--- config.mk ---
export PLATFORM = sky130hd
export DESIGN_NAME = csi_pkt_handler_mc_flat
export DESIGN_NICKNAME = d
export VERILOG_FILES = /design/src/rtl/csi_pkt_handler_mc_if.sv /design/src/rtl/csi_pkt_handler_mc.sv /design/src/flat_wrapper.sv
export SDC_FILE = /design/constraint.sdc
export NUM_CORES = 1
export LEC_CHECK = 0
export ABC_CLOCK_PERIOD_IN_PS = 2500
export BUFFER_PORTS_ARGS = -buffer_cell sky130_fd_sc_hd__buf_2
export CORE_ASPECT_RATIO = 1.4
export CORE_MARGIN = 4
export CORE_UTILIZATION = 52
export DETAILED_ROUTE_END_ITERATION = 8
export PLACE_DENSITY = 0.78
export SYNTH_ARGS = -nofsm -noshare
export SYNTH_HDL_FRONTEND = slang
export SYNTH_SLANG_ARGS = --single-unit
--- constraint.sdc ---
create_clock -name clk -period 2.5 [get_ports clk]
set_clock_uncertainty 0.1 [all_clocks]
set_input_delay 0.5 -clock clk [delete_from_list [all_inputs] [get_ports clk]]
set_output_delay 0.5 -clock clk [all_outputs]
set_load 0.01 [all_outputs]
--- src/rtl/csi_pkt_handler_mc_if.sv ---
// Beat-level bus between lane merge / header ECC and the packet handler:
// merged input beats with decoded headers, and the registered payload output.
interface csi_pkt_handler_mc_if #(
    parameter int LANES = 2
);
    localparam int DATA_W = 8 * LANES;

    logic [DATA_W-1:0] data_stream;
    logic [23:0]       ph_stream;
    logic              ph_select;
    logic              valid_stream;
    logic              ecc_error;

    logic [DATA_W-1:0] out_stream;
    logic              out_valid;
    logic [LANES-1:0]  out_be;
    logic              out_last;
    logic [1:0]        out_vc;
    logic [5:0]        out_dt;

    modport master (
        output data_stream, ph_stream, ph_select, valid_stream, ecc_error,
        input  out_stream, out_valid, out_be, out_last, out_vc, out_dt
    );

    modport slave (
        input  data_stream, ph_stream, ph_select, valid_stream, ecc_error,
        output out_stream, out_valid, out_be, out_last, out_vc, out_dt
    );
endinterface

--- src/rtl/csi_pkt_handler_mc.sv ---
// Multi-VC CSI packet handler: per-VC frame tracking, VC filtering, final-beat
// trimming to the header word count, line counting and protocol error pulses.
module csi_pkt_handler_mc #(
    parameter int         LANES   = 2,
    parameter logic [3:0] VC_MASK = 4'hF,
    parameter int         LINE_W  = 12
) (
    input  logic                   clk,
    input  logic                   reset,
    csi_pkt_handler_mc_if.slave    bus,
    output logic [3:0]             frame_active,
    output logic                   frame_valid,
    output logic [LINE_W-1:0]      line_count,
    output logic                   err_ecc,
    output logic                   err_trunc,
    output logic                   err_seq
);
    localparam int          DATA_W  = 8 * LANES;
    localparam logic [15:0] LANES_W = 16'(LANES);
    localparam logic [5:0]  DT_FS   = 6'h00;
    localparam logic [5:0]  DT_FE   = 6'h01;
    localparam logic [5:0]  DT_LONG = 6'h10;

    typedef enum logic [1:0] {IDLE, PAYLOAD, SKIP, DROP} state_t;

    function automatic logic [LANES-1:0] be_mask(input logic [15:0] r);
        logic [LANES-1:0] m;
        for (int i = 0; i < LANES; i++) m[i] = (16'(i) < r);
        return m;
    endfunction

    function automatic logic [LINE_W-1:0] sat_inc(input logic [LINE_W-1:0] c);
        return (c == '1) ? c : c + 1'b1;
    endfunction

    state_t                   state_q, state_n;
    logic [15:0]              rem_q, rem_n;
    logic [DATA_W-1:0]        data_p1, data_n;
    logic                     vld_p1, vld_n;
    logic [LANES-1:0]         be_p1, be_n;
    logic                     last_p1, last_n;
    logic [1:0]               vc_p1, vc_n;
    logic [5:0]               dt_p1, dt_n;
    logic                     fv_p1, fv_n;
    logic [3:0]               fa_p1, fa_n;
    logic [3:0][LINE_W-1:0]   lc_p1, lc_n;
    logic                     ecc_p1, ecc_n;
    logic                     trunc_p1, trunc_n;
    logic                     seq_p1, seq_n;

    logic        hdr_acc, dat_acc;
    logic [5:0]  h_dt;
    logic [1:0]  h_vc;
    logic [15:0] h_wc;

    assign hdr_acc = bus.valid_stream & bus.ph_select;
    assign dat_acc = bus.valid_stream & ~bus.ph_select;
    assign h_dt    = bus.ph_stream[5:0];
    assign h_vc    = bus.ph_stream[7:6];
    assign h_wc    = bus.ph_stream[23:8];

    always_comb begin
        state_n = state_q;
        rem_n   = rem_q;
        data_n  = data_p1;
        vld_n   = 1'b0;
        be_n    = '0;
        last_n  = 1'b0;
        vc_n    = vc_p1;
        dt_n    = dt_p1;
        fa_n    = fa_p1;
        lc_n    = lc_p1;
        ecc_n   = 1'b0;
        trunc_n = 1'b0;
        seq_n   = 1'b0;

        if (hdr_acc) begin
            // A header always wins; an unfinished packet is abandoned without out_last.
            trunc_n = (state_q == PAYLOAD) || (state_q == SKIP);
            if (bus.ecc_error) begin
                ecc_n   = 1'b1;
                state_n = DROP;
            end else if (h_dt < DT_LONG) begin
                state_n = IDLE;
                if (VC_MASK[h_vc] && h_dt == DT_FS) begin
                    seq_n       = fa_p1[h_vc];
                    fa_n[h_vc]  = 1'b1;
                    lc_n[h_vc]  = '0;
                end else if (VC_MASK[h_vc] && h_dt == DT_FE) begin
                    seq_n       = ~fa_p1[h_vc];
                    fa_n[h_vc]  = 1'b0;
                end
            end else begin
                rem_n = h_wc;
                if (h_wc == 16'd0) begin
                    state_n = IDLE;
                    if (VC_MASK[h_vc] && fa_p1[h_vc]) lc_n[h_vc] = sat_inc(lc_p1[h_vc]);
                end else if (VC_MASK[h_vc]) begin
                    state_n = PAYLOAD;
                    vc_n    = h_vc;
                    dt_n    = h_dt;
                end else begin
                    state_n = SKIP;
                end
            end
        end else if (dat_acc && (state_q == PAYLOAD || state_q == SKIP)) begin
            if (state_q == PAYLOAD) begin
                vld_n  = 1'b1;
                data_n = bus.data_stream;
                be_n   = '1;
            end
            if (rem_q <= LANES_W) begin
                state_n = IDLE;
                rem_n   = '0;
                if (state_q == PAYLOAD) begin
                    be_n   = be_mask(rem_q);
                    last_n = 1'b1;
                    if (fa_p1[vc_p1]) lc_n[vc_p1] = sat_inc(lc_p1[vc_p1]);
                end
            end else begin
                rem_n = rem_q - LANES_W;
            end
        end

        // Held through the out_last cycle so it drops one cycle later.
        fv_n = (state_n == PAYLOAD) || last_n;
    end

    // Stage p1: registered outputs, one clock after the input beat.
    always_ff @(posedge clk or negedge reset) begin
        if (!reset) begin
            state_q  <= IDLE;
            rem_q    <= '0;
            data_p1  <= '0;
            vld_p1   <= 1'b0;
            be_p1    <= '0;
            last_p1  <= 1'b0;
            vc_p1    <= '0;
            dt_p1    <= '0;
            fv_p1    <= 1'b0;
            fa_p1    <= '0;
            lc_p1    <= '0;
            ecc_p1   <= 1'b0;
            trunc_p1 <= 1'b0;
            seq_p1   <= 1'b0;
        end else begin
            state_q  <= state_n;
            rem_q    <= rem_n;
            data_p1  <= data_n;
            vld_p1   <= vld_n;
            be_p1    <= be_n;
            last_p1  <= last_n;
            vc_p1    <= vc_n;
            dt_p1    <= dt_n;
            fv_p1    <= fv_n;
            fa_p1    <= fa_n;
            lc_p1    <= lc_n;
            ecc_p1   <= ecc_n;
            trunc_p1 <= trunc_n;
            seq_p1   <= seq_n;
        end
    end

    assign bus.out_stream = data_p1;
    assign bus.out_valid  = vld_p1;
    assign bus.out_be     = be_p1;
    assign bus.out_last   = last_p1;
    assign bus.out_vc     = vc_p1;
    assign bus.out_dt     = dt_p1;
    assign frame_active   = fa_p1;
    assign frame_valid    = fv_p1;
    assign line_count     = lc_p1[vc_p1];
    assign err_ecc        = ecc_p1;
    assign err_trunc      = trunc_p1;
    assign err_seq        = seq_p1;
endmodule
--- src/flat_wrapper.sv ---
// flat-port wrapper written by rule: the top's interface ports become plain ports
module csi_pkt_handler_mc_flat 
#(
    parameter int         LANES   = 2,
    parameter logic [3:0] VC_MASK = 4'hF,
    parameter int         LINE_W  = 12
)
  (clk, reset, frame_active, frame_valid, line_count, err_ecc, err_trunc, err_seq, bus_data_stream, bus_ph_stream, bus_ph_select, bus_valid_stream, bus_ecc_error, bus_out_stream, bus_out_valid, bus_out_be, bus_out_last, bus_out_vc, bus_out_dt);
  csi_pkt_handler_mc_if #(.LANES(LANES)) bus_i ();
  input  logic clk;
  input  logic reset;
  output logic [3:0] frame_active;
  output logic frame_valid;
  output logic [LINE_W-1:0] line_count;
  output logic err_ecc;
  output logic err_trunc;
  output logic err_seq;
  input wire logic [$bits(bus_i.data_stream)-1:0] bus_data_stream;
  input wire logic [$bits(bus_i.ph_stream)-1:0] bus_ph_stream;
  input wire logic [$bits(bus_i.ph_select)-1:0] bus_ph_select;
  input wire logic [$bits(bus_i.valid_stream)-1:0] bus_valid_stream;
  input wire logic [$bits(bus_i.ecc_error)-1:0] bus_ecc_error;
  output wire logic [$bits(bus_i.out_stream)-1:0] bus_out_stream;
  output wire logic [$bits(bus_i.out_valid)-1:0] bus_out_valid;
  output wire logic [$bits(bus_i.out_be)-1:0] bus_out_be;
  output wire logic [$bits(bus_i.out_last)-1:0] bus_out_last;
  output wire logic [$bits(bus_i.out_vc)-1:0] bus_out_vc;
  output wire logic [$bits(bus_i.out_dt)-1:0] bus_out_dt;
  assign bus_i.data_stream = bus_data_stream;
  assign bus_i.ph_stream = bus_ph_stream;
  assign bus_i.ph_select = bus_ph_select;
  assign bus_i.valid_stream = bus_valid_stream;
  assign bus_i.ecc_error = bus_ecc_error;
  assign bus_out_stream = bus_i.out_stream;
  assign bus_out_valid = bus_i.out_valid;
  assign bus_out_be = bus_i.out_be;
  assign bus_out_last = bus_i.out_last;
  assign bus_out_vc = bus_i.out_vc;
  assign bus_out_dt = bus_i.out_dt;
  csi_pkt_handler_mc #(.LANES(LANES), .VC_MASK(VC_MASK), .LINE_W(LINE_W)) u_core (.clk(clk), .reset(reset), .bus(bus_i), .frame_active(frame_active), .frame_valid(frame_valid), .line_count(line_count), .err_ecc(err_ecc), .err_trunc(err_trunc), .err_seq(err_seq));
endmodule
==> metrics <==
YS warnings=0; final WL=19.2 mm; mapped cell area=0.00600 sq mm; power per cell area=687 mW/mm^2; Async S/R FF share, synth=1.00; worst hold slack=about 0.023 ns; GR Util met2=0.515; Hold Vio Cnt, Final=0; Worst Path Max Fanout=7; min cycle time layout=2.59 ns; Seq/Total Area, Yosys=0.425; I/O pin count=93; initial antenna violation count=0; GP Congestion=0.934; Slew @ Worst Pin=0.574 ns; Fillers=roughly 780; RSZ-0062 raised after global routing=true; global-route usage over all layers=0.284; DRC=0; Post-synth EDFFs=0; final worst setup slack=-0.0851 ns; worst path cell trace=buf_12 > mux4_2 > buf_4 > and4_2 > nand4_1 > mux2i_1 > buf_4 > a2bb2oi_1 > o21ai_1; height of the die=roughly 140 microns; Synth Area in Adders=0.0104; Die X=slightly below 100 microns; top post-synthesis cells by area=dfrtp_1, mux4_2, mux2_2, o21ai_0, nand2_1; starting density of the core=0.529; drt via density=6.44; dpl cell area=0.00746 sq mm; failing checks=setup timing; endpoints failing setup=27; Static Leak=between 0.003 and 0.004 uW; main combinational cell family by area after synthesis=simple AND/OR/NAND/NOR gates; Synth Area in Simple Gates=0.182; critical path capture point type=flip-flop; R2R Setup Slk=-0.09 ns; WP data arrival=2.71 ns; router iterations before antenna repair=7; I/O Buffers=92; Slew Limit Fails=0; final total power=5580 uW; f_max=just under 400 MHz; Compound-Gate Fraction of Synth Area=0.171; Gate Count Post-Synth=557; WL/cell=21.2 microns; startpoint types=flip-flop; dpl hpwl=13.7 mm; WP data required=2.62 ns; syn avg cell area=10.8 sq um; CP most frequent cell=buf_4; DR vias=5825; clock latency on the worst-skew pair=approximately 0.35 ns; slowest stage delay, CP=0.58 ns; total CTS buffers=9; outcome=finished with violations; area leader, netlist=dfrtp_1; post-synthesis mux area share=0.153; most common cell in the netlist=dfrtp_1; top-area cell type share of the netlist area=0.425; Slew headroom=0.615; # H-tree levels=3; # rows=46; xor and xnor area share after synthesis=0.0263; largest net degree at the start of global routing=50; maximum vdd ir drop=0.648 mV; post-route ant nets=0; grt total ovfl=0; Nets=~810; root buf cell=clkbuf_16; Post-synth top cells=dfrtp_1, nand2_1, o21ai_0, nor2_1, mux4_2; Design Area, Final=~0.0081 sq mm; core area=0.0113 sq mm; Initial DRC Count=496; worst hold path class=in -> async; Clock Tree Buf Depth=2; n_diodes=0; Layout area overhead=35.2%; Synth Flop Type=dfrtp_1; met3 usage in global routing=0.0605; GRT met1 Usage=0.310; Sink Count=102; CTS tree=done; Max Cap Violations=0; clock slew at reported path FFs=0.08 ns; Crit-path slowest cell=mux4_2; number of distinct library cells after synthesis=64; synthesized net count=607; die area=0.0133 sq mm; flops & latches, synth=102; final period utilization=1.03; DP Worst Slack=-0.293 ns; busiest grt layer=met2; first-pass GRT wire length=between 20 and 30 mm; critical path class=reg -> reg; vias in the first global route=6039; share of layout cells above drive strength 1=0.461
-- power by group --
part	total (uW)	internal [uW]	switching (uW)
Sequential	2240	1980	263
Clock	1440	792	651
Combinational	1890	932	959
Total	5580	3700	1870
-- through the flow --
| step | utilization | cells | TNS, ns |
|---|---|---|---|
| after floorplan | - | 557 | -0.0237 |
| after global placement | 0.658 | 877 | -8.52 |
| after detailed placement | 0.658 | 877 | -10.46 |
| after CTS | 0.702 | 901 | -0.777 |
| after global routing | 0.716 | 905 | -4.17 |
| final | 0.716 | 905 | -0.773 |
-- final timing paths --
check | start | endpoint | cells past startpoint
worst max-delay path | u_core.bus.out_vc[0] | u_core.lc_p1[35] | 9
worst min-delay path | reset | u_core.lc_p1[1] | 1
worst max register to register | u_core.bus.out_vc[0] | u_core.lc_p1[35] | 9
worst min register to register | u_core.bus.out_stream[3] | u_core.bus.out_stream[3] | 1
max in group asynchronous | reset | u_core.state_q[1] | 2
min in group clk | bus_data_stream[11] | u_core.bus.out_stream[11] | 2
-- placed cells by master, fill, tap and decap left out, types with 11 or more instances in the layout --
master   count
o21ai_0     32
buf_4      118
nor2_1      29
mux4_2      26
buf_2       91
nand2_1     51
a221o_1     11
nor3_1      11
mux2_2      25
xnor2_1     12
o21ai_1     18
or3_1       12
dfrtp_1    101
-- final cells by class --
class,count,area (sq um),share of cell area
Clock buffer,9,225,0.0278
Clock inverter,6,77.6,0.00956
Inverter,9,33.8,0.00416
Multi-Input combinational cell,415,3520,0.434
Sequential cell,102,2550,0.315
Tap cell,144,180,0.0222
Timing Repair Buffer,220,1520,0.187
-- cells by family (layout without fill, tap and decap cells) --
logic type,count (synthesis),count (layout)
DFF,102,102
adders and majority gates,5,5
muxes,56,56
xor gates and xnor gates,18,18
buffers and inverters,40,244
and+or+nand+nor,190,190
AOI/OAI and AO/OA,146,146
-- layer usage --
metal / wire (microns) / share of wire / vias up
li1: - / - / 2548
met1: 6550 / 0.34 / 2821
met2: 10200 / 0.53 / 354
met3: 1530 / 0.080 / 102
met4: 931 / 0.049 / 0
met5: 0 / 0 / -
-- critical path: cells and delay by family, from the launching register on --
family,cells,cell delay [ns]
buffers and inverters,3,0.51
flip-flops,1,0.41
multiplexers,2,0.82
AO/OA/AOI/OAI,2,0.24
AND/OR/NAND/NOR,2,0.35
-- state kept, by name (all words and copies together), names as in the netlist, named ones only --
name                   cells
u_core.state_q             2
u_core.bus.out_dt          6
u_core.frame_valid         1
u_core.bus.out_stream     16
u_core.lc_p1              48
u_core.err_trunc           1
u_core.rem_q              16
u_core.bus.out_vc          2
u_core.bus.out_last        1
u_core.bus.out_valid       1
u_core.err_ecc             1
u_core.bus.out_be          2
u_core.err_seq             1
-- timing repair --
| action | in CTS | in global routing |
|---|---|---|
| pin swaps | 8 | 13 |
| endpoints found under the hold margin | 0 | 0 |
| endpoints found under the setup margin | 35 | 48 |
| hold buffers | 0 | 0 |
| cloned | 1 | 0 |
| buffers inserted | 9 | 6 |
| resized for setup | 25 | 36 |
Power figures use the tool's default switching activity.
